**config.mk**
```make
export PLATFORM = sky130hd
export DESIGN_NAME = command_header_parser
export DESIGN_NICKNAME = d
export VERILOG_FILES = /design/src/rtl/command_header_parser.sv
export SDC_FILE = /design/constraint.sdc
export NUM_CORES = 1
export LEC_CHECK = 0
export CAP_MARGIN = 15
export CORE_ASPECT_RATIO = 1.1
export CORE_MARGIN = 2
export CORE_UTILIZATION = 35
export CTS_CLUSTER_SIZE = 10
export DETAILED_ROUTE_END_ITERATION = 8
export DONT_BUFFER_PORTS = 1
export PLACE_DENSITY = 0.52
export SKIP_LAST_GASP = 1
export SLEW_MARGIN = 0
export SYNTH_ARGS = -nofsm -noshare
export SYNTH_HDL_FRONTEND = slang
export SYNTH_SLANG_ARGS = --single-unit
export TNS_END_PERCENT = 10
```
**constraint.sdc**
```tcl
create_clock -name clock -period 3.7 [get_ports clock]
set_clock_uncertainty 0.1 [all_clocks]
set_input_delay 0.74 -clock clock [delete_from_list [all_inputs] [get_ports clock]]
set_output_delay 0.74 -clock clock [all_outputs]
set_load 0.01 [all_outputs]
```
**src/rtl/command_header_parser.sv**
```systemverilog
`timescale 1ns/1ps
// command_header_parser
//
// Parses a big-endian TPM2 command byte stream coming out of the host
// interface FIFO. The 10-byte header (tag, commandSize, commandCode) and up
// to four leading parameter bytes are collected in shadow registers. Once
// they are complete, the shadows are copied to the presentation registers
// and keyStart_n is pulsed low for the management module. Every byte after
// the header is passed straight through to the execution engine. The leading
// parameter bytes are forwarded as well as captured. Framing problems raise
// a one-cycle err_valid with a TPM response code. The rest of the host
// transaction is then discarded.
//
// Ports
//   clock, reset   system clock, synchronous active-high reset
//   in_data/in_valid/in_last/in_ready   byte stream from the interface FIFO
//   tpm_cc         captured commandCode
//   cmd_param      [32] parameter bytes present, [31:0] first <=4 param bytes
//   cmd_tag        captured tag
//   cmd_size       captured commandSize
//   keyStart_n     active-low command strobe, KEYSTART_CYCLES clocks long
//   body_data/body_valid/body_ready     parameter bytes to execution engine
//   err_valid      one-cycle error pulse
//   err_rc         response code of the most recent error
module command_header_parser #(
    parameter int MAX_CMD_SIZE    = 4096,
    parameter int KEYSTART_CYCLES = 2
) (
    input  logic        clock,
    input  logic        reset,
    input  logic [7:0]  in_data,
    input  logic        in_valid,
    input  logic        in_last,
    output logic        in_ready,
    output logic [31:0] tpm_cc,
    output logic [32:0] cmd_param,
    output logic [15:0] cmd_tag,
    output logic [31:0] cmd_size,
    output logic        keyStart_n,
    output logic [7:0]  body_data,
    output logic        body_valid,
    input  logic        body_ready,
    output logic        err_valid,
    output logic [31:0] err_rc
);

    localparam int CW = $clog2(MAX_CMD_SIZE + 1);
    localparam int SW = (KEYSTART_CYCLES > 1) ? $clog2(KEYSTART_CYCLES) : 1;
    localparam logic [SW-1:0] KS_LAST    = SW'(KEYSTART_CYCLES - 1);
    localparam logic [31:0] RC_BAD_TAG   = 32'h0000_001E;
    localparam logic [31:0] RC_CMD_SIZE  = 32'h0000_0142;
    localparam logic [15:0] TAG_NO_SESS  = 16'h8001;
    localparam logic [15:0] TAG_SESS     = 16'h8002;
    localparam logic [31:0] HDR_SIZE     = 32'd10;
    localparam logic [31:0] MAX_SIZE     = 32'(MAX_CMD_SIZE);
    // Index of the fourth (last captured) parameter byte.
    localparam logic [CW-1:0] LAST_PARAM_IDX = CW'(13);

    typedef enum logic [2:0] {
        S_HDR,
        S_PARAM,
        S_STROBE,
        S_BODY,
        S_DRAIN
    } state_t;

    state_t         state_reg;
    logic           active_reg;
    logic [CW-1:0]  cnt_reg;
    logic [SW-1:0]  strobe_cnt_reg;
    logic [15:0]    tag_sh_reg;
    logic [31:0]    size_sh_reg;
    logic [31:0]    code_sh_reg;
    logic [31:0]    param_sh_reg;

    logic [31:0]    tpm_cc_reg;
    logic [32:0]    cmd_param_reg;
    logic [15:0]    cmd_tag_reg;
    logic [31:0]    cmd_size_reg;
    logic           keystart_n_reg;
    logic           err_valid_reg;
    logic [31:0]    err_rc_reg;

    logic           ready_raw;
    logic           accept;
    logic [3:0]     hdr_idx;
    logic [15:0]    tag_next;
    logic [31:0]    size_next;
    logic [31:0]    code_next;
    logic [31:0]    param_next;
    logic [CW-1:0]  cnt_inc;
    logic           is_final;
    logic           tag_bad;
    logic           size_bad;
    logic [31:0]    strobe_code;
    logic [32:0]    strobe_param;

    // Header and drain states always take bytes; the forwarding states are
    // throttled directly by the downstream so nothing is ever buffered here.
    // active_reg keeps in_ready low while reset is held and for one cycle after.
    always_comb begin
        ready_raw = 1'b0;
        case (state_reg)
            S_HDR, S_DRAIN:  ready_raw = 1'b1;
            S_PARAM, S_BODY: ready_raw = body_ready;
            default:         ready_raw = 1'b0;
        endcase
    end

    assign in_ready   = active_reg & ready_raw;
    assign accept     = in_valid & in_ready;
    assign body_data  = in_data;
    assign body_valid = active_reg & in_valid &
                        ((state_reg == S_PARAM) || (state_reg == S_BODY));

    // Header fields with the current byte shifted in, so checks can be made
    // on the same cycle the completing byte arrives.
    assign hdr_idx    = cnt_reg[3:0];
    assign tag_next   = {tag_sh_reg[7:0], in_data};
    assign size_next  = {size_sh_reg[23:0], in_data};
    assign code_next  = {code_sh_reg[23:0], in_data};
    assign param_next = {param_sh_reg[23:0], in_data};
    assign cnt_inc    = cnt_reg + CW'(1);
    // Size has been range-checked before any state that uses this, so the
    // truncation to the counter width is lossless.
    assign is_final   = (cnt_inc == size_sh_reg[CW-1:0]);
    assign tag_bad    = (tag_next != TAG_NO_SESS) && (tag_next != TAG_SESS);
    assign size_bad   = (size_next < HDR_SIZE) || (size_next > MAX_SIZE);

    // A header-only command strobes straight from S_HDR with the code still
    // completing on the current byte and no parameters; otherwise the code is
    // already in its shadow and the current byte completes the parameters.
    assign strobe_code  = (state_reg == S_HDR) ? code_next : code_sh_reg;
    assign strobe_param = (state_reg == S_HDR) ? 33'd0 : {1'b1, param_next};

    always_ff @(posedge clock) begin
        if (reset) begin
            state_reg      <= S_HDR;
            active_reg     <= 1'b0;
            cnt_reg        <= '0;
            strobe_cnt_reg <= '0;
            tag_sh_reg     <= '0;
            size_sh_reg    <= '0;
            code_sh_reg    <= '0;
            param_sh_reg   <= '0;
            tpm_cc_reg     <= '0;
            cmd_param_reg  <= '0;
            cmd_tag_reg    <= '0;
            cmd_size_reg   <= '0;
            keystart_n_reg <= 1'b1;
            err_valid_reg  <= 1'b0;
            err_rc_reg     <= '0;
        end else begin
            active_reg    <= 1'b1;
            err_valid_reg <= 1'b0;
            case (state_reg)
                S_HDR: begin
                    if (accept) begin
                        cnt_reg      <= cnt_inc;
                        param_sh_reg <= '0;
                        if (hdr_idx < 4'd2)
                            tag_sh_reg <= tag_next;
                        else if (hdr_idx < 4'd6)
                            size_sh_reg <= size_next;
                        else
                            code_sh_reg <= code_next;

                        // Content errors win over in_last; if in_last came
                        // with the bad byte the transaction is already over.
                        if (hdr_idx == 4'd1 && tag_bad) begin
                            err_valid_reg <= 1'b1;
                            err_rc_reg    <= RC_BAD_TAG;
                            state_reg     <= in_last ? S_HDR : S_DRAIN;
                            cnt_reg       <= '0;
                        end else if (hdr_idx == 4'd5 && size_bad) begin
                            err_valid_reg <= 1'b1;
                            err_rc_reg    <= RC_CMD_SIZE;
                            state_reg     <= in_last ? S_HDR : S_DRAIN;
                            cnt_reg       <= '0;
                        end else if (hdr_idx == 4'd9 && size_sh_reg == HDR_SIZE) begin
                            // Header-only command: byte 9 is also the final byte.
                            if (in_last) begin
                                state_reg      <= S_STROBE;
                                strobe_cnt_reg <= '0;
                                keystart_n_reg <= 1'b0;
                                tpm_cc_reg     <= strobe_code;
                                cmd_param_reg  <= strobe_param;
                                cmd_tag_reg    <= tag_sh_reg;
                                cmd_size_reg   <= size_sh_reg;
                            end else begin
                                err_valid_reg <= 1'b1;
                                err_rc_reg    <= RC_CMD_SIZE;
                                state_reg     <= S_DRAIN;
                                cnt_reg       <= '0;
                            end
                        end else if (in_last) begin
                            err_valid_reg <= 1'b1;
                            err_rc_reg    <= RC_CMD_SIZE;
                            state_reg     <= S_HDR;
                            cnt_reg       <= '0;
                        end else if (hdr_idx == 4'd9) begin
                            state_reg <= S_PARAM;
                        end
                    end
                end

                S_PARAM: begin
                    if (accept) begin
                        cnt_reg      <= cnt_inc;
                        param_sh_reg <= param_next;
                        if (is_final) begin
                            if (in_last) begin
                                state_reg      <= S_STROBE;
                                strobe_cnt_reg <= '0;
                                keystart_n_reg <= 1'b0;
                                tpm_cc_reg     <= strobe_code;
                                cmd_param_reg  <= strobe_param;
                                cmd_tag_reg    <= tag_sh_reg;
                                cmd_size_reg   <= size_sh_reg;
                            end else begin
                                err_valid_reg <= 1'b1;
                                err_rc_reg    <= RC_CMD_SIZE;
                                state_reg     <= S_DRAIN;
                                cnt_reg       <= '0;
                            end
                        end else if (in_last) begin
                            err_valid_reg <= 1'b1;
                            err_rc_reg    <= RC_CMD_SIZE;
                            state_reg     <= S_HDR;
                            cnt_reg       <= '0;
                        end else if (cnt_reg == LAST_PARAM_IDX) begin
                            state_reg      <= S_STROBE;
                            strobe_cnt_reg <= '0;
                            keystart_n_reg <= 1'b0;
                            tpm_cc_reg     <= strobe_code;
                            cmd_param_reg  <= strobe_param;
                            cmd_tag_reg    <= tag_sh_reg;
                            cmd_size_reg   <= size_sh_reg;
                        end
                    end
                end

                S_STROBE: begin
                    if (strobe_cnt_reg == KS_LAST) begin
                        keystart_n_reg <= 1'b1;
                        if (cnt_reg != size_sh_reg[CW-1:0]) begin
                            state_reg <= S_BODY;
                        end else begin
                            state_reg <= S_HDR;
                            cnt_reg   <= '0;
                        end
                    end else begin
                        strobe_cnt_reg <= strobe_cnt_reg + SW'(1);
                    end
                end

                S_BODY: begin
                    if (accept) begin
                        cnt_reg <= cnt_inc;
                        if (is_final) begin
                            if (!in_last) begin
                                err_valid_reg <= 1'b1;
                                err_rc_reg    <= RC_CMD_SIZE;
                                state_reg     <= S_DRAIN;
                            end else begin
                                state_reg <= S_HDR;
                            end
                            cnt_reg <= '0;
                        end else if (in_last) begin
                            err_valid_reg <= 1'b1;
                            err_rc_reg    <= RC_CMD_SIZE;
                            state_reg     <= S_HDR;
                            cnt_reg       <= '0;
                        end
                    end
                end

                S_DRAIN: begin
                    if (accept && in_last) begin
                        state_reg <= S_HDR;
                        cnt_reg   <= '0;
                    end
                end

                default: begin
                    state_reg <= S_HDR;
                    cnt_reg   <= '0;
                end
            endcase
        end
    end

    assign tpm_cc     = tpm_cc_reg;
    assign cmd_param  = cmd_param_reg;
    assign cmd_tag    = cmd_tag_reg;
    assign cmd_size   = cmd_size_reg;
    assign keyStart_n = keystart_n_reg;
    assign err_valid  = err_valid_reg;
    assign err_rc     = err_rc_reg;

endmodule

```
==> results.md, run 1 <==
- Status: finished clean
- Slew @ Worst Pin: 0.986 ns
- Gr busiest metal: met2
- Post-route setup TNS: 0 ns
- DR iter-0 viols: 494
- Final period util: 0.923
- Critical Path Start Type: flop
- Post-synthesis register bit count: 269
- Netlist cell types: 67
- Clock Path Buffers: 3
- Root buf cell: clkbuf_16
- Kind of critical path: flop to flop
- Antenna viol nets, final: 0
- Initial Utilization: 0.354
- Die ar.: 33,900 um^2
- Chip Height: 193 um
- Reg area: 5400 um^2
- Number of max-cap violations: 0
- Number of enable flip-flop cells after synthesis: 0
- Num CTS Buffers: 31
- Min-delay src: reset
- Clock latency on the worst-skew pair: 0.57 ns
- Cells after Synth: 1,241
- Hold Buf Count CTS: 0
- Final Max Slew Viols: 0
- Net Count, Synth: 1,262
- Leak Pwr: 0.00479 uW
- Ant diodes: 0
- Max frequency: 293 MHz
- Detailed Place HPWL: 20,100 um
- Critical-path maximum fanout: 35
- Largest net degree at the start of global routing: 152
- Tmin final: 3.42 ns
- GRT Overall Usage: 0.177
- Grt ovf: 0
- DR vias: 8,876
- Die width: 176 um
- Final setup violating endpoints: 0
- Crit path arrival time: 3.75 ns
- Main synth FF type: dfxtp_1
- Drt drc: 0
- Worst vdd ir: 0.000370 V
- Routed WL per cell: 18.9 um
- Endpoint type of the worst setup path: flop
- YS warnings: 0
- Filler instances: 3,236
- RR Startpoint: cnt_reg[0]
- Avg Inst Size Synth: 9.16 um^2
- Pwr/cell area: 478 nW/um^2
- Max reg flops: 33
- CP Launch Point: cnt_reg[0]
- Hold WS: 0.144 ns
- Row count: 69
- Commonest non-fill, non-tap cell in the layout: dfxtp_1
- Post-synthesis sequential area ratio: 0.474
- Class of the worst hold path: input port to flop
- Area added between synthesis and finish: 12.8%
- IO Port Bufs: 0
- Fin nets: 1,228
- Final hold violations: 0
- Slew margin rel.: 0.342
- GR Util met2: 0.275
- Multi-input logic area: 5430 um^2
- Commonest non-fill, non-tap cells in the layout: dfxtp_1, nand2_1, nor2_1
- Worst-path clk slew: 0.06 ns
- Core Region: 32,100 um^2
- Layout cell share with drive strength beyond 1: 0.186
- GR Layer Usage met1: 0.234
- Post-synth ARST share: 0
- Clock sink total: 269
- Crit path required time: 4.04 ns
- CTS tree: yes
- Routed WL: 31,000 um
- Initial DRT Pass Iterations: 5
- Grt met3 use: 0.0580
- I/O pin count: 170
- Number of global-route vias before repair: 8,291
- First-pass GRT wire length: 48,300 um
- Via density: 5.42
- CTS HTree Levels: 1
- RSZ-0062 raised after global routing: no
- Initial antenna violation count: 0
- GP Congestion: 0.860
- Mapped Area: 11,400 um^2
-- stage by stage --
step	total power, uW	setup slack (ns)	area, um^2	instances	utilization
CTS	6210	0.0322	12700	1635	0.396
global route	6380	0.0327	12800	1638	0.399
floorplan	3420	0.143	11400	1241	-
detailed placement	3500	0.0651	11900	1597	0.370
finish	6130	0.283	12800	1638	0.399
global placement	3500	0.126	11900	1597	0.370
-- repair_timing --
item,CTS,global route
buffers inserted,0,4
setup endpoints to repair,0,114
resized for setup,0,26
-- power by group --
group          leakage (uW)  switching (uW)  internal [uW]
Sequential          0.00217            37.0           2930
Combinational       0.00220             306            174
Clock              0.000409            1110           1570
Total               0.00479            1460           4670
-- Yosys cell counts (all sizes together), types with 2 or more instances --
cell type  number  area share
a2111oi         3      0.0045
a211o           5      0.0039
a211oi          8      0.0053
a21o            2      0.0013
a21oi          75       0.033
a22oi          25       0.017
a2bb2oi         2      0.0015
a31o           79       0.061
a41oi           2      0.0015
and2           28       0.015
and3           50       0.028
and4           33       0.025
buf            53       0.027
clkbuf         76       0.025
dfxtp         269        0.47
ha              8      0.0088
inv             9      0.0030
mux2i          50       0.044
nand2         157       0.052
nand2b          5      0.0028
nand3          44       0.020
nand3b          7      0.0046
nand4          13      0.0072
nor2           81       0.027
nor2b           6      0.0033
nor3           17      0.0084
nor3b           5      0.0033
nor4           17      0.0099
nor4b           3      0.0023
o2111ai         2      0.0021
o211ai          4      0.0031
o21a            7      0.0046
o21ai          10      0.0044
o311ai          5      0.0045
o31a            2      0.0015
o31ai          36       0.029
o41ai           2      0.0015
or2             5      0.0028
or3             7      0.0039
xnor2          15       0.012
xor2            4      0.0031
-- worst max-delay path, cell delays in order (launching register included) --
cell and delay [ns]:
dfxtp_4 0.35, ha_2 0.19, buf_4 0.15, nor2b_1 0.13, nor3_2 0.18, nor3_2 0.06, a2111o_1 0.43, nor2_2 0.11
inv_1 0.07, ha_1 0.18, nand2_1 0.08, a211oi_2 0.08, a2111oi_2 0.33, buf_4 0.19, a211oi_4 0.05, buf_4 0.17
buf_12 0.16, a31o_2 0.25
-- path summary, 6_finish.rpt --
check,slack [ns],cells after the start,endpoint
worst max-delay path,0.28,17,cmd_param[24]
worst min-delay path,0.14,1,err_rc[4]
worst max register to register,0.28,17,cmd_param[24]
worst min register to register,0.35,2,code_sh_reg[25]
-- cell type report --
type                            instances  share of cell area
Multi-Input combinational cell        834               0.423
Clock buffer                           37              0.0631
Tap cell                              426              0.0416
Timing Repair Buffer                   62              0.0451
Clock inverter                          1             0.00234
Sequential cell                       269               0.422
Inverter                                9             0.00283
-- routing by layer --
layer	up-vias	wire, um
met1	4221	14000
met3	44	2590
li1	4372	-
met2	239	13700
met4	0	662
met5	-	0
-- kinds of logic (layout without fill, tap and decap cells) --
logic type,after synthesis,in the layout,share of synthesized area
flops,269,269,0.474
mux,51,51,0.0450
xor+xnor,19,19,0.0146
simple gates,483,483,0.219
fa+ha+maj,8,8,0.00881
compound gates,273,273,0.183
buf+inv,138,109,0.0556
Power figures use the tool's default switching activity.
==> run 2, diff against run 1 <==
clock period = 2.9 ns   (was 3.7 ns; I/O delays follow)
==> results.md, run 2 (synthesis results as in run 1) <==
- Status: finished with violations
- Failing checks: setup timing
- DR vias: 9,297
- Ant diodes: 0
- Worst hold stages: 2
- Filler instances: 3,178
- Overall power: 8000 uW
- Initial Utilization: 0.354
- Placed insts: 1,658
- Internal power: 6030 uW
- Detailed Place HPWL: 21,100 um
- Die width: 176 um
- Class of the worst hold path: input port to flop
- Final setup margin: -0.406 ns
- Logic pwr share: 0.096
- Min-delay src: in_data[2]
- Worst reg2reg path depth: 16
- Critical-path maximum fanout: 43
- Area added between synthesis and finish: 20.8%
- Final setup violating endpoints: 151
- RSZ-0062 raised after global routing: yes
- Commonest non-fill, non-tap cell in the layout: dfxtp_1
- Routed WL: 34,000 um
- Leak Pwr: 0.00530 uW
- Clock Path Buffers: 3
- Chip Height: 193 um
- I/O pin count: 170
- Num CTS Buffers: 31
- Commonest non-fill, non-tap cells in the layout: dfxtp_1, nand2_1, buf_4
- Slew margin rel.: 0.395
- Reg area: 5410 um^2
- Sw frac: 0.246
- P_sw: 1970 uW
- RR Startpoint: cnt_reg[1]
- Crit path arrival time: 3.66 ns
- Critical Path Start Type: flop
- Largest net degree at the start of global routing: 68
- Final period util: 1.14
- GP Congestion: 0.838
- Initial DRT Pass Iterations: 5
- Drt drc: 0
- Worst-path clk slew: 0.06 ns
- Worst vdd ir: 0.000451 V
- Tmin final: 3.31 ns
- Crit path required time: 3.25 ns
- Kind of critical path: flop to flop
- Multi-input logic area: 5580 um^2
- Via density: 5.40
- Worst reg2reg endpoint: cmd_size[13]
- Core Region: 32,100 um^2
- CTS tree: yes
- Final Max Slew Viols: 0
- Slew @ Worst Pin: 0.905 ns
- Number of global-route vias before repair: 9,010
- Clock Power Share: 0.433
- Initial antenna violation count: 0
- Endpoint type of the worst setup path: flop
- Fin nets: 1,310
- Pwr/cell area: 583 nW/um^2
- Worst R2R Setup Slack: -0.41 ns
- Antenna viol nets, final: 0
- Number of max-cap violations: 0
- Row count: 69
- Clock sink total: 269
- Layout cell share with drive strength beyond 1: 0.245
- Final hold violations: 0
- Routed WL per cell: 19.7 um
- Clock latency on the worst-skew pair: 0.57 ns
- DR iter-0 viols: 650
- CTS HTree Levels: 1
- Placement Setup Slack: -0.538 ns
- GRT Overall Usage: 0.195
- Hold Path Sink: code_sh_reg[2]
- Grt ovf: 0
- Root buf cell: clkbuf_16
- Max frequency: 302 MHz
- Seq pwr share: 0.471
- IO Port Bufs: 0
- Fin cells: 1,721
- Die ar.: 33,900 um^2
- Max reg flops: 33
- First-pass GRT wire length: 52,900 um
-- run 2: cell types whose count changed in the layout (fill, tap and decap cells not counted), moves of 3 or more --
cell and change:
buf_4 +63, buf_6 +4, clkbuf_8 +3, buf_12 +4, dfxtp_2 -3, dlygate4sd3_1 +9
-- run 2: repair_timing --
action                     4_1_cts  5_1_grt
hold endpoints to repair        15        0
cloned                           1        0
setup endpoints to repair      149      161
hold buffers                    10        0
setup buffers                    8        6
pin swaps                        8        6
gates resized for setup         45        9
-- run 2: final cells by class --
| type | instances | area share |
|---|---|---|
| clock buffers | 38 | 0.0613 |
| clock inverters | 1 | 0.00146 |
| inverters | 9 | 0.00264 |
| multi-input cells | 834 | 0.407 |
| flip-flops and latches | 269 | 0.394 |
| well taps | 426 | 0.0388 |
| repair buffers | 144 | 0.0953 |
-- run 2: per-stage QoR --
| step | setup TNS [ns] | hold slack (ns) | instance area, um^2 | util |
|---|---|---|---|---|
| floorplan | -30.35 | 0.336 | 11400 | - |
| finish | -44.65 | 0.0403 | 13700 | 0.427 |
| detailed placement | -59.88 | 0.344 | 12400 | 0.386 |
| CTS | -43.31 | 0.00133 | 13600 | 0.425 |
| global placement | -58.67 | 0.339 | 12400 | 0.386 |
| global route | -76.01 | 0.00468 | 13700 | 0.427 |
-- run 2: worst max-delay path: stages, from the launching register on --
cell and delay, ns:
dfxtp_2 0.36, buf_4 0.19, nand2_1 0.12, nor2_2 0.19, mux2i_2 0.25, a2111o_1 0.21, nor2_2 0.06, inv_1 0.07
ha_2 0.18, nand2_2 0.07, a211oi_4 0.23, a2111oi_2 0.07, buf_4 0.16, a211o_4 0.31, buf_12 0.18, and3_1 0.20
a31o_2 0.20
-- run 2: worst max-delay path by stage --
stage          slack (ns)      startpoint           end  cells after the start
6_report            -0.41      cnt_reg[1]  cmd_size[13]                     16
5_1_grt             -0.59      cnt_reg[1]  cmd_size[13]                     16
4_1_cts             -0.39      cnt_reg[1]    cmd_tag[0]                     17
3_5_place_dp        -0.54      cnt_reg[0]  cmd_param[7]                     16
3_3_place_gp        -0.52      cnt_reg[0]  cmd_param[7]                     16
2_1_floorplan       -0.28  size_sh_reg[9]    tpm_cc[19]                     16
-- run 2: layer usage --
metal	GRT usage	up-vias	wire length [um]
met2	0.312	245	15400
met5	0	-	0
met3	0.0584	50	2670
met4	0.0617	0	839
li1	-	4548	-
met1	0.254	4454	15100
-- run 2: power by group through the flow --
stage | combinational [uW] | sequential [uW] | clock (uW)
after floorplan | 526 | 3840 | 0
after global placement | 684 | 3850 | 0
after detailed placement | 687 | 3850 | 0
after CTS | 754 | 3770 | 3560
after global routing | 824 | 3770 | 3720
final | 765 | 3770 | 3470
==> run 3, diff against run 2 <==
PLACE_DENSITY = 0.62   (was 0.52)
==> results.md, run 3 (synthesis results as in run 1) <==
- Layout cell share with drive strength beyond 1: 0.232
- Crit path arrival time: 3.74 ns
- Largest net degree at the start of global routing: 129
- Final Max Slew Viols: 0
- I/O pin count: 170
- Crit-path slowest cell: a211o_4
- Area added between synthesis and finish: 19.9%
- Final hold violations: 0
- Critical Path Start Type: flop
- Crit path required time: 3.25 ns
- Row count: 69
- Num CTS Buffers: 31
- Class of the worst hold path: input port to flop
- Ant diodes: 0
- Final setup margin: -0.485 ns
- Via density: 5.46
- Leak Pwr: 0.00522 uW
- Initial antenna violation count: 0
- Chip Height: 193 um
- Clock sink total: 269
- Die width: 176 um
- Routed WL: 31,800 um
- Final period util: 1.17
- Failing checks: setup timing
- Root buf cell: clkbuf_16
- Final Core Density: 0.424
- Fin nets: 1,300
- Grt ovf: 0
- Kind of critical path: flop to flop
- Cell mode on critical path: nor2_2
- First-pass GRT wire length: 48,900 um
- GRT Overall Usage: 0.178
- DR vias: 9,338
- Slew @ Worst Pin: 1.00 ns
- Critical path's top delay family: compound AO/OA/AOI/OAI gates
- Tmin final: 3.38 ns
- Pwr/cell area: 584 nW/um^2
- Worst vdd ir: 0.000451 V
- Detailed Place HPWL: 21,000 um
- Initial DRT Pass Iterations: 7
- Commonest non-fill, non-tap cell in the layout: dfxtp_1
- Max reg flops: 33
- Number of max-cap violations: 0
- Number of global-route vias before repair: 8,672
- Core Region: 32,100 um^2
- Antenna viol nets, final: 0
- Max frequency: 295 MHz
- Die ar.: 33,900 um^2
- Worst-path clk slew: 0.06 ns
- Routed WL per cell: 18.6 um
- Final setup violating endpoints: 155
- Worst R2R Setup Slack: -0.48 ns
- Clock Path Buffers: 3
- Worst path cell trace: ha_4 > buf_6 > nor3b_1 > o21a_1 > nor3_4 > a2111o_1 > nor2_2 > inv_1 > ha_2 > nand2_2 > a211oi_4 > nor2_2 > a211o_4 > buf_12 > and3_1 > a31o_2
- Endpoint type of the worst setup path: flop
- Commonest non-fill, non-tap cells in the layout: dfxtp_1, nand2_1, buf_4
- GP Congestion: 0.876
- IO Port Bufs: 0
- Overall power: 7950 uW
- CP peak stage delay: 0.41 ns
- WP buf/inv: 3
- Status: finished with violations
- Clock latency on the worst-skew pair: 0.58 ns
- Drt drc: 0
- CTS HTree Levels: 1
- CTS tree: yes
- Slew margin rel.: 0.329
- Initial Utilization: 0.354
- RSZ-0062 raised after global routing: yes
- Post-route setup TNS: -59.83 ns
- Critical-path maximum fanout: 28
- DR iter-0 viols: 526
-- run 3: cell count changes in the layout (fill, tap and decap cells not counted), sizes merged --
| cell | delta |
|---|---|
| clkbuf | +3 |
| buf | -8 |
| bufinv | +1 |
| dlygate4sd3 | -6 |
-- run 3: metal layers --
| layer | GRT usage | share of wire |
|---|---|---|
| met3 | 0.0502 | 0.080 |
| met2 | 0.283 | 0.46 |
| met5 | 0 | 0 |
| met1 | 0.235 | 0.44 |
| met4 | 0.0544 | 0.022 |
-- run 3: cell type report --
type                       count  area, um^2
fill                        3174       18500
clock buffer                  37         808
sequential                   269        5400
clock inverter                 2        50.0
timing repair buffer         134        1280
tap                          426         533
multi-input combinational    834        5530
inverter                       9        36.3
-- run 3: worst register-to-register path, cell delays in order (launching register included) --
cell	delay, ns
dfxtp_4	0.36
ha_4	0.18
buf_6	0.12
nor3b_1	0.13
o21a_1	0.22
nor3_4	0.20
a2111o_1	0.15
nor2_2	0.05
inv_1	0.07
ha_2	0.19
nand2_2	0.07
a211oi_4	0.33
nor2_2	0.09
a211o_4	0.41
buf_12	0.18
and3_1	0.20
a31o_2	0.21
-- run 3: repair_timing --
item | 4_1_cts | 5_1_grt
resized for setup | 13 | 23
buffers inserted | 1 | 3
hold endpoints to repair | 24 | 1
hold buffers | 2 | 1
cloned | 0 | 4
setup endpoints to repair | 148 | 160
pin swaps | 2 | 5
-- run 3: worst paths after layout --
kind,to,cells after the start,from
worst min-delay path,code_sh_reg[1],2,in_data[1]
worst max register to register,cmd_tag[13],16,cnt_reg[1]
worst max-delay path,cmd_tag[13],16,cnt_reg[1]
worst min register to register,code_sh_reg[26],2,code_sh_reg[26]
-- run 3: stage by stage --
step	area, um^2	hold WS, ns	std cells	worst slack [ns]
2_1_floorplan	11400	0.336	1241	-0.281
3_3_place_gp	12500	0.338	1661	-0.460
3_5_place_dp	12500	0.345	1661	-0.505
4_1_cts	13400	0.0000531	1703	-0.423
5_1_grt	13600	0.000348	1711	-0.635
6_report	13600	0.0355	1711	-0.485
-- run 3: report_power, final --
part	switching (uW)	leakage (uW)	internal [uW]
Combinational	420	0.00263	281
Clock	1460	0.000419	2020
Sequential	44.8	0.00217	3730
Total	1920	0.00522	6030
